==> config.mk <==
export PLATFORM = sky130hd
export DESIGN_NAME = reg_router
export DESIGN_NICKNAME = d
export VERILOG_FILES = /design/src/rtl/reg_router_pkg.sv /design/src/rtl/reg_router_dec.sv /design/src/rtl/reg_router.sv
export SDC_FILE = /design/constraint.sdc
export NUM_CORES = 1
export LEC_CHECK = 0
export CAP_MARGIN = 20
export CORE_MARGIN = 1
export CORE_UTILIZATION = 39
export CTS_CLUSTER_SIZE = 28
export DETAILED_ROUTE_END_ITERATION = 10
export HOLD_SLACK_MARGIN = 0.02
export PLACE_DENSITY = 0.9
export SETUP_SLACK_MARGIN = 0.2
export SYNTH_ARGS = -nofsm -noshare
export SYNTH_HDL_FRONTEND = slang
export SYNTH_SLANG_ARGS = --single-unit
==> constraint.sdc <==
create_clock -name clk -period 3.45 [get_ports clk]
set_input_delay 0.69 -clock clk [delete_from_list [all_inputs] [get_ports clk]]
set_output_delay 0.69 -clock clk [all_outputs]
set_load 0.01 [all_outputs]
==> src/rtl/reg_router_pkg.sv <==
// rtl/reg_router_pkg.sv - shared types, constants and helpers for reg_router
package reg_router_pkg;

    typedef enum logic [2:0] {
        IDLE,
        WR_WAIT,
        RD_STROBE,
        RD_CAPTURE,
        RD_WAIT
    } state_t;

    localparam logic [7:0] UNMAPPED_VAL_DEF = 8'hEE;

    // Channel offset of an address relative to the window base.
    function automatic logic [31:0] ch_index(input logic [31:0] addr, input logic [31:0] base);
        return addr - base;
    endfunction

endpackage

==> src/rtl/reg_router_dec.sv <==
// rtl/reg_router_dec.sv - combinational window decode of a register address
//
// Ports:
//   addr   - register address to decode
//   mapped - 1 when addr lies in [BASE_ADDR, BASE_ADDR+NUM_CH)
//   ch     - channel index (addr - BASE_ADDR), valid only when mapped
module reg_router_dec
    import reg_router_pkg::*;
#(
    parameter int ADDR_W    = 7,
    parameter int BASE_ADDR = 0,
    parameter int NUM_CH    = 16
) (
    input  logic [ADDR_W-1:0] addr,
    output logic              mapped,
    output logic [ADDR_W-1:0] ch
);

    // One extra bit so NUM_CH == 2**ADDR_W and the subtraction cannot wrap.
    localparam int EW = ADDR_W + 1;
    localparam logic [EW-1:0] BASE_X = EW'(BASE_ADDR);
    localparam logic [EW-1:0] NUM_X  = EW'(NUM_CH);

    logic [EW-1:0] addr_x;
    logic [EW-1:0] diff;

    always_comb begin
        addr_x = {1'b0, addr};
        diff   = EW'(ch_index(32'(addr_x), 32'(BASE_X)));
        mapped = (addr_x >= BASE_X) && (diff < NUM_X);
        ch     = diff[ADDR_W-1:0];
    end

endmodule

==> src/rtl/reg_router.sv <==
// rtl/reg_router.sv - routes spi_slave register accesses onto NUM_CH peripheral channels
//
// Ports:
//   clk, reset_n            - clock, asynchronous active-low reset
//   reg_addr, addr_dv, rw_out - frame address/direction from spi_slave
//   rx_d, rxdv              - received data byte
//   txn_end                 - end of SPI frame
//   tx_d, tx_en             - read data returned to spi_slave
//   wr_en, rd_en            - one-hot per-channel strobes
//   data_to_periph          - shared write data
//   data_from_periph        - packed per-channel read data
//   err_cnt, err_clr        - saturating unmapped-access counter and its clear
module reg_router
    import reg_router_pkg::*;
#(
    parameter int                ADDR_W       = 7,
    parameter int                DATA_W       = 8,
    parameter int                NUM_CH       = 16,
    parameter int                BASE_ADDR    = 0,
    parameter int                AUTO_INC     = 1,
    parameter logic [DATA_W-1:0] UNMAPPED_VAL = DATA_W'(UNMAPPED_VAL_DEF),
    parameter int                ERR_W        = 8
) (
    input  logic                     clk,
    input  logic                     reset_n,
    input  logic [ADDR_W-1:0]        reg_addr,
    input  logic                     addr_dv,
    input  logic                     rw_out,
    input  logic [DATA_W-1:0]        rx_d,
    input  logic                     rxdv,
    input  logic                     txn_end,
    output logic [DATA_W-1:0]        tx_d,
    output logic                     tx_en,
    output logic [NUM_CH-1:0]        wr_en,
    output logic [NUM_CH-1:0]        rd_en,
    output logic [DATA_W-1:0]        data_to_periph,
    input  logic [NUM_CH*DATA_W-1:0] data_from_periph,
    output logic [ERR_W-1:0]         err_cnt,
    input  logic                     err_clr
);

    state_t            state_q, state_d;
    logic [ADDR_W-1:0] addr_q, addr_d;
    logic              rw_q, rw_d;
    logic              wr_go, rd_go, cap_go, err_ev;
    logic              q_mapped, d_mapped;
    logic [ADDR_W-1:0] q_ch, d_ch;
    logic [DATA_W-1:0] rd_data;

    // Current address: write strobes and read capture.
    reg_router_dec #(.ADDR_W(ADDR_W), .BASE_ADDR(BASE_ADDR), .NUM_CH(NUM_CH)) u_dec_q (
        .addr   (addr_q),
        .mapped (q_mapped),
        .ch     (q_ch)
    );

    // Next address: the read strobe is registered on the same edge that loads it.
    reg_router_dec #(.ADDR_W(ADDR_W), .BASE_ADDR(BASE_ADDR), .NUM_CH(NUM_CH)) u_dec_d (
        .addr   (addr_d),
        .mapped (d_mapped),
        .ch     (d_ch)
    );

    always_comb begin
        state_d = state_q;
        addr_d  = addr_q;
        rw_d    = rw_q;
        wr_go   = 1'b0;
        rd_go   = 1'b0;
        cap_go  = 1'b0;
        if (addr_dv) begin
            // New frame address wins; a coincident rxdv is dropped.
            addr_d  = reg_addr;
            rw_d    = rw_out;
            rd_go   = rw_out;
            state_d = rw_out ? RD_STROBE : WR_WAIT;
        end else if (txn_end) begin
            state_d = IDLE;
        end else begin
            case (state_q)
                WR_WAIT: begin
                    if (rxdv) begin
                        wr_go = 1'b1;
                        if (AUTO_INC != 0) addr_d = addr_q + ADDR_W'(1);
                    end
                end
                RD_STROBE: begin
                    cap_go  = 1'b1;
                    state_d = RD_CAPTURE;
                end
                RD_CAPTURE: state_d = RD_WAIT;
                RD_WAIT: begin
                    if (rxdv) begin
                        rd_go   = 1'b1;
                        state_d = RD_STROBE;
                        if (AUTO_INC != 0) addr_d = addr_q + ADDR_W'(1);
                    end
                end
                default: state_d = IDLE;
            endcase
        end
        err_ev  = (wr_go && !q_mapped) || (rd_go && !d_mapped);
        rd_data = q_mapped ? data_from_periph[int'(q_ch)*DATA_W +: DATA_W] : UNMAPPED_VAL;
    end

    always_ff @(posedge clk or negedge reset_n) begin
        if (!reset_n) begin
            state_q        <= IDLE;
            addr_q         <= '0;
            rw_q           <= 1'b0;
            tx_d           <= '0;
            tx_en          <= 1'b0;
            wr_en          <= '0;
            rd_en          <= '0;
            data_to_periph <= '0;
            err_cnt        <= '0;
        end else begin
            state_q <= state_d;
            addr_q  <= addr_d;
            rw_q    <= rw_d;
            wr_en   <= (wr_go && q_mapped) ? (NUM_CH'(1) << q_ch) : '0;
            rd_en   <= (rd_go && d_mapped) ? (NUM_CH'(1) << d_ch) : '0;
            if (wr_go && q_mapped) data_to_periph <= rx_d;
            tx_en <= cap_go;
            if (cap_go) tx_d <= rd_data;
            if (err_clr)
                err_cnt <= '0;
            else if (err_ev && (err_cnt != '1))
                err_cnt <= err_cnt + ERR_W'(1);
        end
    end

endmodule
Yosys cells after proc, flatten, opt, wreduce, memory -nomap -nowiden
Cells that the tools add are included.
{ "word_totals": {"register_bits": 67, "output_inout_bits": 57, "word_cells": 57} }
{ "classes": {"addsub": 2, "order_cmp": 2, "n_eq_ne": 7, "shifts": 3, "n_mux": 24, "reduce_logical": 11} }
{ "ops": {"columns": ["cell", "count"], "rows": [
  ["128-bit by 11-bit variable part select with 8-bit output", 1],
  ["16-bit two-way mux", 2],
  ["1-bit by 7-bit left shift with 16-bit output (first input constant)", 2],
  ["7-bit two-way mux", 4],
  ["8-bit two-way mux", 3],
  ["7-bit by 5-bit < comparator with 1-bit output (second input constant)", 2],
  ["3-bit one-hot mux with 4 select lines", 1],
  ["1-bit two-way mux", 10],
  ["3-bit two-way mux", 3],
  ["8-bit by 1-bit adder with 8-bit output (second input constant)", 1],
  ["8-bit inequality test (second input constant)", 1],
  ["7-bit by 1-bit adder with 7-bit output (second input constant)", 1],
  ["3-bit by 2-bit == test with 1-bit output (second input constant)", 2],
  ["1-bit logical AND", 5],
  ["4-bit inequality test (second input constant)", 1],
  ["3-bit by 1-bit == test with 1-bit output (second input constant)", 1],
  ["3-bit == test (second input constant)", 1],
  ["3-bit inequality test (second input constant)", 1],
  ["1-bit zero test", 2],
  ["2-bit two-way mux", 1],
  ["2-bit AND reduction", 1],
  ["2-bit nonzero test", 1],
  ["2-bit OR reduction", 1],
  ["1-bit logical OR", 1]
]} }

Longest topological paths before layout
{ "depth": {"word_depth": 12, "mapped_depth": 8, "depth_no_buf": 7} }

By module
Synthesis repeated with hierarchy kept, for this count alone.
{ "hier_totals": {"cells_unflattened": 337, "area_unflattened_um2": 3849.9} }
{ "by_module_without_submodules": {"columns": ["module", "instances", "cells_each", "area_per_inst_um2", "seq_area_each_um2"], "rows": [
  ["reg_router", 1, 321, 3724.8, 1676.6],
  ["reg_router_dec", 2, 8, 62.6, 0.0]
]} }

Worst setup path before layout
OpenSTA, ideal clock, no wires.
{ "synth_path": {"path_kind": "input to register", "start": "input port addr_dv", "end": "register err_cnt[6]", "arrival_time_ns": 2.342, "required_time_ns": 3.372, "path_slack_ns": 1.031, "stages": 8, "path_cell_list": "buf_2 nor4b_1 a21boi_0 a2bb2oi_1 o41ai_2 buf_6 or3_1 a21oi_1"} }
{ "synth_via": {"elab_chain_len": 7, "elab_cells_between_ends": 10, "cone_classes": "1 x order compare; 3 x mux; 6 x reduce/logical"} }
{ "synth_lines": {"columns": ["item", "line_no", "rtl"], "rows": [
  ["from (decl)", "reg_router.sv:27", "input logic addr_dv,"],
  ["7-bit two-way mux", "reg_router.sv:71", "if (addr_dv) begin"],
  ["7-bit by 5-bit < comparator with 1-bit output", "reg_router_dec.sv:30", "mapped = (addr_x >= BASE_X) && (diff < NUM_X);"],
  ["1-bit zero test", "reg_router.sv:102", "err_ev = (wr_go && !q_mapped) || (rd_go && !d_mapped);"],
  ["1-bit logical AND", "reg_router.sv:102", null],
  ["1-bit logical OR *", "reg_router.sv:102", null],
  ["1-bit logical AND *", "reg_router.sv:128", "else if (err_ev && (err_cnt != '1))"],
  ["2-bit nonzero test (no source line) *", null, null],
  ["to (signal assigned)", "reg_router.sv:129", "err_cnt <= err_cnt + ERR_W'(1);"],
  ["to (decl)", "reg_router.sv:38", "output logic [ERR_W-1:0] err_cnt,"]
]} }
Every way passes the cells marked *; elsewhere a longest branch is shown, timed or not.
A chain may end at the register's enable or synchronous reset.

Worst setup path after layout
{ "layout_path": {"start": "input port addr_dv", "end": "register err_cnt[4]"} }
The elaborated chain is that of the path after synthesis.

==> results.md <==
- Status: complete, no violations
- Total CTS buffers: 9
- Vias: 3554
- Synth cell types: 41
- CP endpoint kind: register
- Crit Path Max Fanout: 14
- Global-route wire length before repair: 19.6 mm
- Fin. Hold Viols: 0
- DRC viols: 0
- Critical path type: input pin to register
- Io pins: 207
- Sink Count: 67
- Chip height: 100 um
- RSZ-0062 raised after global routing: false
- Vias in the first global route: 3730
- Simple-gate share of the synthesized area: 0.187
- Mux cell area share after synthesis: 0.245
- CP Cell Sequence: clkdlybuf4s50_1, buf_4, nor4b_2, a21boi_0, a2bb2oi_1, o41ai_4, or3_1, a21oi_1
- Gpl congestion: 0.914
- Final net count: 680
- Critical Path Source Type: input pin
- Fmax: 323 MHz
- Synth top cells by count: dfrtp_1 (67), nand2_1 (47), mux4_2 (40)
- Antenna fix cells: 0
- Share of synthesized flip-flops with an asynchronous set or reset: 1.00
- R2R depth: 6
- Largest family of logic cells by synthesized area: multiplexers
- Actual slew at the worst max-slew pin: 0.647 ns
- Routed len/inst: 18.9 um
- Area contributors post-synth: dfrtp_1 (45%), mux4_2 (24%), nand2_1 (4.7%)
- Hold-fix buffers, CTS: 0
- Core area: 9280 um2
- Via/cell ratio: 5.37
- Htree depth: 3
- EDFF count, synth: 0
- Starting Density: 0.405
- Yosys top cell by area: dfrtp_1
- HP Class: input pin to async pin
- Cell Area, Placed: 5940 um2
- CP arrival: 3.36 ns
- Clock slew at reported path FFs: 0.07 ns
- FF-to-FF setup slack: 0.98 ns
- Worst EP required: 3.72 ns
- Clk_lat worst skew: 0.34 ns
- Die X: 100 um
- Slowest CP cell: clkdlybuf4s50_1
- Final max-slew violation count: 0
- Avg Cell Area, Syn: 11.7 um2
- Tmin final: 3.10 ns
- # setup viols final: 0
- Setup Fix Bufs, Post-CTS: 0
- Total grt overflow: 0
- Site Rows: 35
- Yosys warns: 0
- Crit path largest cell delay: 0.64 ns
- R2R Path Start: state_q[2]$_DFFE_PN0P_
- DRT antenna net count: 0
- Root buf cell: clkbuf_8
- Initial antenna violation count: 0
- Post-synth top flop: dfrtp_1
- Synth Area in Adders: 0.00666
- Crit path from: addr_dv
- CTS max path bufs: 2
- DR iter-0 viols: 170
- FF-to-FF End: err_cnt[5]$_DFFE_PN0P_
- Total GRT Usage: 0.263
- Post-Synth XOR/XNOR Area: 0.0163
- Pre-Repair DR Iteration Count: 4
- Total die area: 10000 um2
- Gate Count Post-Synth: 322
- Pleak: 2.47 nW
- End point of the critical path: err_cnt[4]$_DFFE_PN0P_
- Compound-Gate Fraction of Synth Area: 0.0666
- Final instance area: 6170 um2
- Fin Hold WS: 0.167 ns
- Synthesized flop and latch total: 67
- CTS tree: built
- Power Dens Cells: 336 nW/um2
- Peak supply drop: 0.185 mV
- Synthesis-to-finish area growth: 64.1%
- Max-cap violation count: 0
- Post-detail-place hpwl: 10.1 mm
- Setup Skew: 0.00522 ns
- WL final: 12.5 mm
- Port buffer count: 206
- Max-slew headroom: 0.567
- Cell area after synthesis: 3760 um2
- Top-area cell type share of the netlist area: 0.446
- Most frequent cell after synthesis: dfrtp_1
- Syn Nets: 474
- Seq/Total Area, Yosys: 0.446
- Share of cells above drive strength 1: 0.139
- Tcrit/Tclk final: 0.897
- Largest net degree at the start of global routing: 49
## through the flow
step,instances,utilization,worst slack [ns],total power [mW],TNS [ns]
2_1_floorplan,322,-,1.03,1.17,0
3_3_place_gp,645,0.640,-0.0183,1.46,-0.0340
3_5_place_dp,645,0.640,-0.160,1.48,-0.842
4_1_cts,661,0.660,0.200,2.08,0
5_1_grt,662,0.664,0.173,2.18,0
6_report,662,0.664,0.355,2.07,0
## worst max-delay path, delay by kind of cell
| kind | cells | cell delay, ns |
|---|---|---|
| buffers and inverters | 2 | 0.93 |
| AOI/OAI and AO/OA | 4 | 0.88 |
| and+or+nand+nor | 2 | 0.86 |
## cells in the final DEF, fill, tap and decap left out, types with 2 or more instances in the layout
cell type        instances
nor3b_1                  3
or4_1                    3
ha_1                     2
nand4b_1                 2
a22oi_1                  2
clkdlybuf4s50_1        205
a21oi_1                  6
mux4_2                  40
nand3b_1                 2
nand2b_1                 4
inv_1                    4
or3b_1                   2
xor2_1                   4
buf_4                    9
xnor2_1                  3
nand2_1                 47
clkbuf_8                11
nor2_1                  35
or3_1                    8
dfrtp_1                 66
mux2i_1                  2
clkinv_4                 2
a221oi_1                 2
and3_1                   3
nand3_1                 13
nor2b_1                  5
a22o_1                   3
nor3_1                   8
o21ai_0                 20
clkinvlp_4               2
## layer usage
metal | GRT usage | part of all wire | routed length (um) | up-vias
met5 | 0 | 0 | 0 | -
met2 | 0.438 | 0.50 | 6210 | 173
met1 | 0.339 | 0.41 | 5190 | 1751
met4 | 0.0892 | 0.025 | 308 | 0
met3 | 0.0627 | 0.066 | 827 | 31
li1 | - | - | - | 1599
## final cells by class
cell class | count | area (um2)
Fill cell | 720 | 3120
Timing Repair Buffer | 216 | 2140
Multi-Input combinational cell | 230 | 1980
Sequential cell | 67 | 1680
Tap cell | 129 | 161
Clock buffer | 11 | 151
Clock inverter | 5 | 37.5
Inverter | 4 | 15.0
## cells by family after synthesis
logic type | Yosys count
mux | 42
buf+inv | 25
simple gates | 141
xor+xnor | 7
flops | 67
compound gates | 38
fa+ha+maj | 2
## sequential cells by signal, indices dropped and copies added, names as in the netlist
| register | cells |
|---|---|
| addr_q | 7 |
| tx_d | 8 |
| tx_en | 1 |
| data_to_periph | 8 |
| err_cnt | 8 |
| wr_en | 16 |
| state_q | 3 |
| rd_en | 16 |
## how the worst min path moves through the flow
stage,start,to,slack (ns)
2_1_floorplan,reset_n,addr_q[0]$_DFF_PN0_,0.39
3_3_place_gp,data_to_periph[7]$_DFFE_PN0P_,data_to_periph[7]$_DFFE_PN0P_,0.46
3_5_place_dp,data_to_periph[2]$_DFFE_PN0P_,data_to_periph[2]$_DFFE_PN0P_,0.47
4_1_cts,data_to_periph[2]$_DFFE_PN0P_,data_to_periph[2]$_DFFE_PN0P_,0.49
5_1_grt,reset_n,data_to_periph[5]$_DFFE_PN0P_,0.15
6_report,reset_n,data_to_periph[5]$_DFFE_PN0P_,0.17
## power breakdown
part	switching [mW]	leakage (nW)	internal, mW
clock network	0.299	0.0915	0.301
registers	0.0403	0.900	0.824
logic	0.230	1.48	0.379
total	0.570	2.47	1.50
## repair_timing
action / in CTS / in global routing
resized for setup: 0 / 2
setup endpoints to repair: 0 / 12
endpoints found under the hold margin: 0 / 0
Note: power is estimated with default switching activity, not from simulation.
